<file path="config.mk">
export PLATFORM = sky130hd
export DESIGN_NAME = cc_bus_initiator
export DESIGN_NICKNAME = d
export VERILOG_FILES = /design/src/rtl/cc_bus_initiator_pkg.sv /design/src/rtl/cc_bus_initiator_rsp_timer.sv /design/src/rtl/cc_bus_initiator.sv
export SDC_FILE = /design/constraint.sdc
export NUM_CORES = 1
export LEC_CHECK = 0
export CORE_UTILIZATION = 44
export CTS_CLUSTER_DIAMETER = 120
export CTS_CLUSTER_SIZE = 16
export DETAILED_ROUTE_END_ITERATION = 7
export HOLD_SLACK_MARGIN = 0.05
export PLACE_DENSITY = 0.87
export SLEW_MARGIN = 20
export SYNTH_ARGS = -nofsm -noshare
export SYNTH_HDL_FRONTEND = slang
export SYNTH_SLANG_ARGS = --single-unit
</file>
<file path="constraint.sdc">
create_clock -name i_clk -period 3.07 [get_ports i_clk]
set_input_delay 0.614 -clock i_clk [delete_from_list [all_inputs] [get_ports i_clk]]
set_output_delay 0.614 -clock i_clk [all_outputs]
set_load 0.02 [all_outputs]
</file>
<file path="src/rtl/cc_bus_initiator_pkg.sv">
// Shared definitions for the control-point config bus initiator.
// Holds the bus widths, host command type codes, the FSM state encoding
// and the burst address-advance helper.
package cc_bus_initiator_pkg;

  localparam int ADDR_W = 19;
  localparam int DATA_W = 32;
  localparam int LEN_W  = 8;

  // Host command type codes; every other value is rejected with o_cmd_err.
  localparam logic [1:0] CMD_WRITE = 2'b01;
  localparam logic [1:0] CMD_READ  = 2'b10;

  typedef enum logic [2:0] {
    ST_IDLE      = 3'd0,
    ST_WRITE     = 3'd1,
    ST_READ_REQ  = 3'd2,
    ST_READ_WAIT = 3'd3,
    ST_RSP_HOLD  = 3'd4
  } state_t;

  // Address of the next burst word: wraps modulo 2^ADDR_W, or stays put
  // when the burst targets the fixed-address space.
  function automatic logic [ADDR_W-1:0] next_addr(input logic [ADDR_W-1:0] addr,
                                                  input logic              fixed);
    next_addr = fixed ? addr : addr + ADDR_W'(1);
  endfunction

endpackage

</file>
<file path="src/rtl/cc_bus_initiator_rsp_timer.sv">
// Read-response timer.
// Ports:
//   i_clk, i_rst  clock, synchronous active-high reset
//   i_load        restart the count at 1 (asserted the cycle of the read strobe)
//   i_run         advance the count while waiting for a response
//   o_expired     count has reached TIMEOUT_CYCLES
// The count sticks at TIMEOUT_CYCLES so o_expired stays up until reloaded.
module cc_bus_initiator_rsp_timer #(
  parameter int TIMEOUT_CYCLES = 255
) (
  input  logic i_clk,
  input  logic i_rst,
  input  logic i_load,
  input  logic i_run,
  output logic o_expired
);

  localparam int              CW    = $clog2(TIMEOUT_CYCLES + 1);
  localparam logic [CW-1:0]   LIMIT = CW'(TIMEOUT_CYCLES);

  logic [CW-1:0] count_q;

  always_ff @(posedge i_clk) begin
    if (i_rst) begin
      count_q <= '0;
    end else if (i_load) begin
      // Loaded during the strobe cycle so the first wait cycle sees 1.
      count_q <= CW'(1);
    end else if (i_run && (count_q != LIMIT)) begin
      count_q <= count_q + CW'(1);
    end
  end

  assign o_expired = (count_q == LIMIT);

endmodule

</file>
<file path="src/rtl/cc_bus_initiator.sv">
// Initiator end of the control-point config bus.
// Accepts host commands (single write or read burst), drives one-cycle bus
// write/read strobes, waits for each read response with a timeout, and
// hands responses upstream one at a time.
// Ports:
//   i_clk, i_rst                      clock, synchronous active-high reset
//   i_cmd_valid/o_cmd_ready           host command handshake
//   iv_cmd_type/addr/addr_fixed/wdata/len   command fields
//   o_wr_cc/o_rd_cc, ov_wdata_cc, ov_addr_cc, o_addr_fixed_cc   bus request side
//   i_wr_cc, iv_rdata_cc, iv_raddr_cc, i_addr_fixed_cc          bus response side
//   o_rsp_valid/i_rsp_ready, ov_rsp_data/addr, o_rsp_timeout    upstream response
//   o_cmd_err                         one-cycle pulse for an unknown command type
//   ov_stray_cnt                      saturating count of unmatched responses
//   ov_dbg_state                      current FSM state
// Handshakes: a transfer happens in a cycle where valid && ready are both
// high; the payload must hold while valid is high and ready is low.
module cc_bus_initiator
  import cc_bus_initiator_pkg::*;
#(
  parameter int TIMEOUT_CYCLES = 255,
  parameter int STRAY_CNT_W    = 16
) (
  input  logic                   i_clk,
  input  logic                   i_rst,
  input  logic                   i_cmd_valid,
  output logic                   o_cmd_ready,
  input  logic [1:0]             iv_cmd_type,
  input  logic [ADDR_W-1:0]      iv_cmd_addr,
  input  logic                   i_cmd_addr_fixed,
  input  logic [DATA_W-1:0]      iv_cmd_wdata,
  input  logic [LEN_W-1:0]       iv_cmd_len,
  output logic                   o_wr_cc,
  output logic                   o_rd_cc,
  output logic [DATA_W-1:0]      ov_wdata_cc,
  output logic [ADDR_W-1:0]      ov_addr_cc,
  output logic                   o_addr_fixed_cc,
  input  logic                   i_wr_cc,
  input  logic [DATA_W-1:0]      iv_rdata_cc,
  input  logic [ADDR_W-1:0]      iv_raddr_cc,
  input  logic                   i_addr_fixed_cc,
  output logic                   o_rsp_valid,
  input  logic                   i_rsp_ready,
  output logic [DATA_W-1:0]      ov_rsp_data,
  output logic [ADDR_W-1:0]      ov_rsp_addr,
  output logic                   o_rsp_timeout,
  output logic                   o_cmd_err,
  output logic [STRAY_CNT_W-1:0] ov_stray_cnt,
  output logic [2:0]             ov_dbg_state
);

  state_t                   state_q, state_d;
  logic [ADDR_W-1:0]        addr_q;
  logic                     fixed_q;
  logic [DATA_W-1:0]        wdata_q;
  logic [LEN_W-1:0]         remain_q;
  logic [DATA_W-1:0]        rsp_data_q;
  logic [ADDR_W-1:0]        rsp_addr_q;
  logic                     rsp_timeout_q;
  logic                     cmd_err_q;
  logic [STRAY_CNT_W-1:0]   stray_q;

  logic cmd_fire, is_write, is_read;
  logic in_wait, rsp_match, got_match, timed_out, rsp_accept, more_words;
  logic timer_expired;

  // Ready is forced low while reset is asserted so nothing is accepted in
  // the reset cycle, and comes up in the first cycle after it.
  assign o_cmd_ready = (state_q == ST_IDLE) && !i_rst;
  assign cmd_fire    = i_cmd_valid && o_cmd_ready;
  assign is_write    = (iv_cmd_type == CMD_WRITE);
  assign is_read     = (iv_cmd_type == CMD_READ);

  assign in_wait    = (state_q == ST_READ_WAIT);
  assign rsp_match  = i_wr_cc && (iv_raddr_cc == addr_q) && (i_addr_fixed_cc == fixed_q);
  assign got_match  = in_wait && rsp_match;
  // A match in the expiry cycle takes priority over the timeout.
  assign timed_out  = in_wait && timer_expired && !rsp_match;
  assign rsp_accept = (state_q == ST_RSP_HOLD) && i_rsp_ready;
  // A timed-out word aborts whatever is left of the burst.
  assign more_words = (remain_q != '0) && !rsp_timeout_q;

  cc_bus_initiator_rsp_timer #(
    .TIMEOUT_CYCLES (TIMEOUT_CYCLES)
  ) u_rsp_timer (
    .i_clk     (i_clk),
    .i_rst     (i_rst),
    .i_load    (state_q == ST_READ_REQ),
    .i_run     (in_wait),
    .o_expired (timer_expired)
  );

  always_comb begin
    state_d = state_q;
    case (state_q)
      ST_IDLE: begin
        if (cmd_fire) begin
          if (is_write)     state_d = ST_WRITE;
          else if (is_read) state_d = ST_READ_REQ;
        end
      end
      ST_WRITE:     state_d = ST_IDLE;
      ST_READ_REQ:  state_d = ST_READ_WAIT;
      ST_READ_WAIT: begin
        if (got_match || timed_out) state_d = ST_RSP_HOLD;
      end
      ST_RSP_HOLD: begin
        if (rsp_accept) state_d = more_words ? ST_READ_REQ : ST_IDLE;
      end
      default:      state_d = ST_IDLE;
    endcase
  end

  always_ff @(posedge i_clk) begin
    if (i_rst) begin
      state_q       <= ST_IDLE;
      addr_q        <= '0;
      fixed_q       <= 1'b0;
      wdata_q       <= '0;
      remain_q      <= '0;
      rsp_data_q    <= '0;
      rsp_addr_q    <= '0;
      rsp_timeout_q <= 1'b0;
      cmd_err_q     <= 1'b0;
      stray_q       <= '0;
    end else begin
      state_q   <= state_d;
      cmd_err_q <= cmd_fire && !is_write && !is_read;

      if (cmd_fire && (is_write || is_read)) begin
        addr_q   <= iv_cmd_addr;
        fixed_q  <= i_cmd_addr_fixed;
        wdata_q  <= iv_cmd_wdata;
        remain_q <= iv_cmd_len;
      end else if (rsp_accept && more_words) begin
        addr_q   <= next_addr(addr_q, fixed_q);
        remain_q <= remain_q - LEN_W'(1);
      end

      if (got_match) begin
        rsp_data_q    <= iv_rdata_cc;
        rsp_addr_q    <= addr_q;
        rsp_timeout_q <= 1'b0;
      end else if (timed_out) begin
        rsp_data_q    <= '0;
        rsp_addr_q    <= addr_q;
        rsp_timeout_q <= 1'b1;
      end

      // Every response strobe not consumed as the pending read's answer
      // is stray, whatever state the FSM is in.
      if (i_wr_cc && !got_match && (stray_q != '1)) begin
        stray_q <= stray_q + STRAY_CNT_W'(1);
      end
    end
  end

  assign o_wr_cc         = (state_q == ST_WRITE);
  assign o_rd_cc         = (state_q == ST_READ_REQ);
  assign ov_wdata_cc     = wdata_q;
  assign ov_addr_cc      = addr_q;
  assign o_addr_fixed_cc = fixed_q;
  assign o_rsp_valid     = (state_q == ST_RSP_HOLD);
  assign ov_rsp_data     = rsp_data_q;
  assign ov_rsp_addr     = rsp_addr_q;
  assign o_rsp_timeout   = rsp_timeout_q;
  assign o_cmd_err       = cmd_err_q;
  assign ov_stray_cnt    = stray_q;
  assign ov_dbg_state    = state_q;

endmodule

</file>
==> results.sh <==
export IMPL_track_usage=0.246
export IMPL_drt_pass1_iterations=5
export IMPL_synth_seq_cells=140
export IMPL_maxCapViolations=0
export IMPL_crit_fanout=8
export IMPL_cp_end_kind="flop"
export IMPL_htreeDepth=4
export IMPL_setup_viol_count_final=0
export IMPL_synthToLayoutAreaGrowth_pct=51.0
export IMPL_mostFrequentLayoutCells="clkdlybuf4s50_1, dfxtp_1, nand2_1, a21oi_1, nor2_1"
export IMPL_synthCells=758
export IMPL_hp_class="flop to flop"
export IMPL_slew_headroom=0.371
export IMPL_cts_tree="built"
export IMPL_seq_area_frac_synth=0.450
export IMPL_leakage_nw=3.33
export IMPL_avgRoutedWirePerCell_um=15.5
export IMPL_fill_cells=1098
export IMPL_hpwlAfterDp_um=13000
export IMPL_clock_power_share=0.439
export IMPL_die_height_um=121
export IMPL_cts_buffers=17
export IMPL_slew_violations=0
export IMPL_die_x_um=121
export IMPL_clock_skew_ps=8.03
export IMPL_io_buffers=246
export IMPL_crit_slowest_cell="or4_1"
export IMPL_drt_wl_total_um=18300
export IMPL_grt_ovfl_total=0
export IMPL_worstSetupPathType="flop to flop"
export IMPL_synthArstFlopShare=0
export IMPL_antenna_found_initial=0
export IMPL_core_area_um2=13800
export IMPL_cts_root_buf="clkbuf_16"
export IMPL_status="completed"
export IMPL_cts_sinks=140
export IMPL_hold_buffers=0
export IMPL_start_kind="flop"
export IMPL_finish_utilization=0.680
export IMPL_rsz0062_at_grt="no"
export IMPL_grt_max_degree=92
export IMPL_fin_nets=1112
export IMPL_p_seq_frac=0.442
export IMPL_setup_tns_ps=0
export IMPL_num_rows=43
export IMPL_syn_area_per_cell_um2=8.21
export IMPL_ys_warn_count=0
export IMPL_ir_worst_vdd_uv=365
export IMPL_switching_power_mw=1.15
export IMPL_grt_pass1_wl_um=28600
export IMPL_path_cells="or3b_1, or4b_1, or4_1, nor3_4, xnor2_1, a211oi_2"
export IMPL_power_density_nw_per_um2=463
export IMPL_syn_nets=884
export IMPL_start_util=0.450
export IMPL_worst_pin_slew_ps=943
export IMPL_drt_iter0_drc=460
export IMPL_post_cts_resized=0
export IMPL_synth_area_um2=6220
export IMPL_fmax_mhz=363
export IMPL_dieArea_um2=14600
export IMPL_synthFlopType="dfxtp_1"
export IMPL_total_power_mw=4.35
export IMPL_clk_pin_slew_ps=60
export IMPL_clk_latency_ps=420
export IMPL_drc=0
export IMPL_cp_arrival_ps=3020
export IMPL_hold_viol=0
export IMPL_worst_r2r_setup_slack_ps=310
export IMPL_crit_path_max_incr_delay_ps=610
export IMPL_antenna_cells=0
export IMPL_cp_required_ps=3330
export IMPL_drive_above_1_share=0.0631
export IMPL_place_gp_congestion=0.893
export IMPL_combPwrFrac=0.119
export IMPL_ios=247
export IMPL_period_needed_ps=2760
export IMPL_finalCritPeriodShare=0.898
export IMPL_post_cts_setup_buffers=0
export IMPL_ys_types=49
export IMPL_synth_edff_count=0
export IMPL_ant_nets=0
export IMPL_via_per_inst=5.33
export IMPL_cts_max_path_buffers=2
export IMPL_final_common_cell="clkdlybuf4s50_1"
export IMPL_swShare=0.264
export IMPL_grt_pass1_vias=5861
export IMPL_internal_power_mw=3.21
export IMPL_vias=6289
==> through the flow <==
stage / hold WS (ps) / worst slack [ps] / instance area (um2) / instances
2_1_floorplan: 454 / 527 / 6220 / 758
3_3_place_gp: 440 / 245 / 8850 / 1147
3_5_place_dp: 446 / 231 / 8850 / 1147
4_1_cts: 455 / 378 / 9400 / 1179
5_1_grt: 473 / 171 / 9400 / 1179
6_report: 453 / 312 / 9400 / 1179
==> power groups by stage <==
stage	combinational, mW	clock, mW	sequential, mW
after floorplan	0.187	0	1.99
after CTS	0.517	1.95	1.92
final	0.517	1.91	1.92
after global routing	0.552	2.03	1.93
after global placement	0.507	0	1.96
after detailed placement	0.513	0	1.96
==> synthesized netlist by cell type, drive strengths merged, types with 7 or more instances <==
master,n,area (um2)
buf,18,106
inv,15,56.3
or4,9,67.6
a211oi,23,178
nor4,8,50.1
a21oi,87,435
xnor2,39,342
dfxtp,140,2800
nor2,68,255
clkbuf,37,139
mux2i,20,200
ha,7,87.6
nand3,52,260
o21ai,11,55.1
nor3,14,86.3
xor2,7,61.3
and3,7,43.8
nand2,118,443
nand4,20,125
or3,12,75.1
==> routing by layer <==
layer | vias to the layer above | GRT usage | wire (um)
li1 | 3092 | - | -
met5 | - | 0 | 0
met4 | 0 | 0.103 | 478
met2 | 254 | 0.405 | 8700
met1 | 2907 | 0.305 | 7720
met3 | 36 | 0.0634 | 1360
==> final cells by class <==
class	count	area, um2	share of cell area
inverter	15	56.3	0.00599
clock buffer	17	425	0.0453
tap	180	225	0.0240
multi-input combinational	548	3130	0.333
clock inverter	15	128	0.0136
sequential	140	2800	0.298
timing repair buffer	264	2630	0.280
==> kinds of logic (layout without fill, tap and decap cells) <==
kind of cell	after synthesis	after routing	synth area share
flops	140	140	0.450
xor+xnor	46	46	0.0647
simple gates	331	331	0.252
mux	21	21	0.0340
compound gates	143	143	0.136
buf+inv	70	311	0.0484
fa+ha+maj	7	7	0.0141
==> path summary, 6_finish.rpt <==
kind	from	endpoint	cells past startpoint
setup / recovery	ov_dbg_state[2]	ov_addr_cc[15]	6
hold / removal	ov_wdata_cc[12]	ov_wdata_cc[12]	2
setup reg to reg	ov_dbg_state[2]	ov_addr_cc[15]	6
hold reg to reg	ov_wdata_cc[12]	ov_wdata_cc[12]	2
==> flip-flops by register name, summed over array words and instances (netlist names), 3 cells and up <==
register,count
ov_dbg_state,3
ov_stray_cnt,16
remain_q,8
u_rsp_timer.count_q,8
ov_wdata_cc,32
ov_addr_cc,19
ov_rsp_addr,19
ov_rsp_data,32
==> critical path, delay by kind of cell, from the launching register on <==
family	cells	cell delay, ps
AO/OA/AOI/OAI	1	90
AND/OR/NAND/NOR	4	1900
XOR/XNOR	1	160
flip-flops	1	460
No activity file was read; power rests on OpenSTA's default activity.
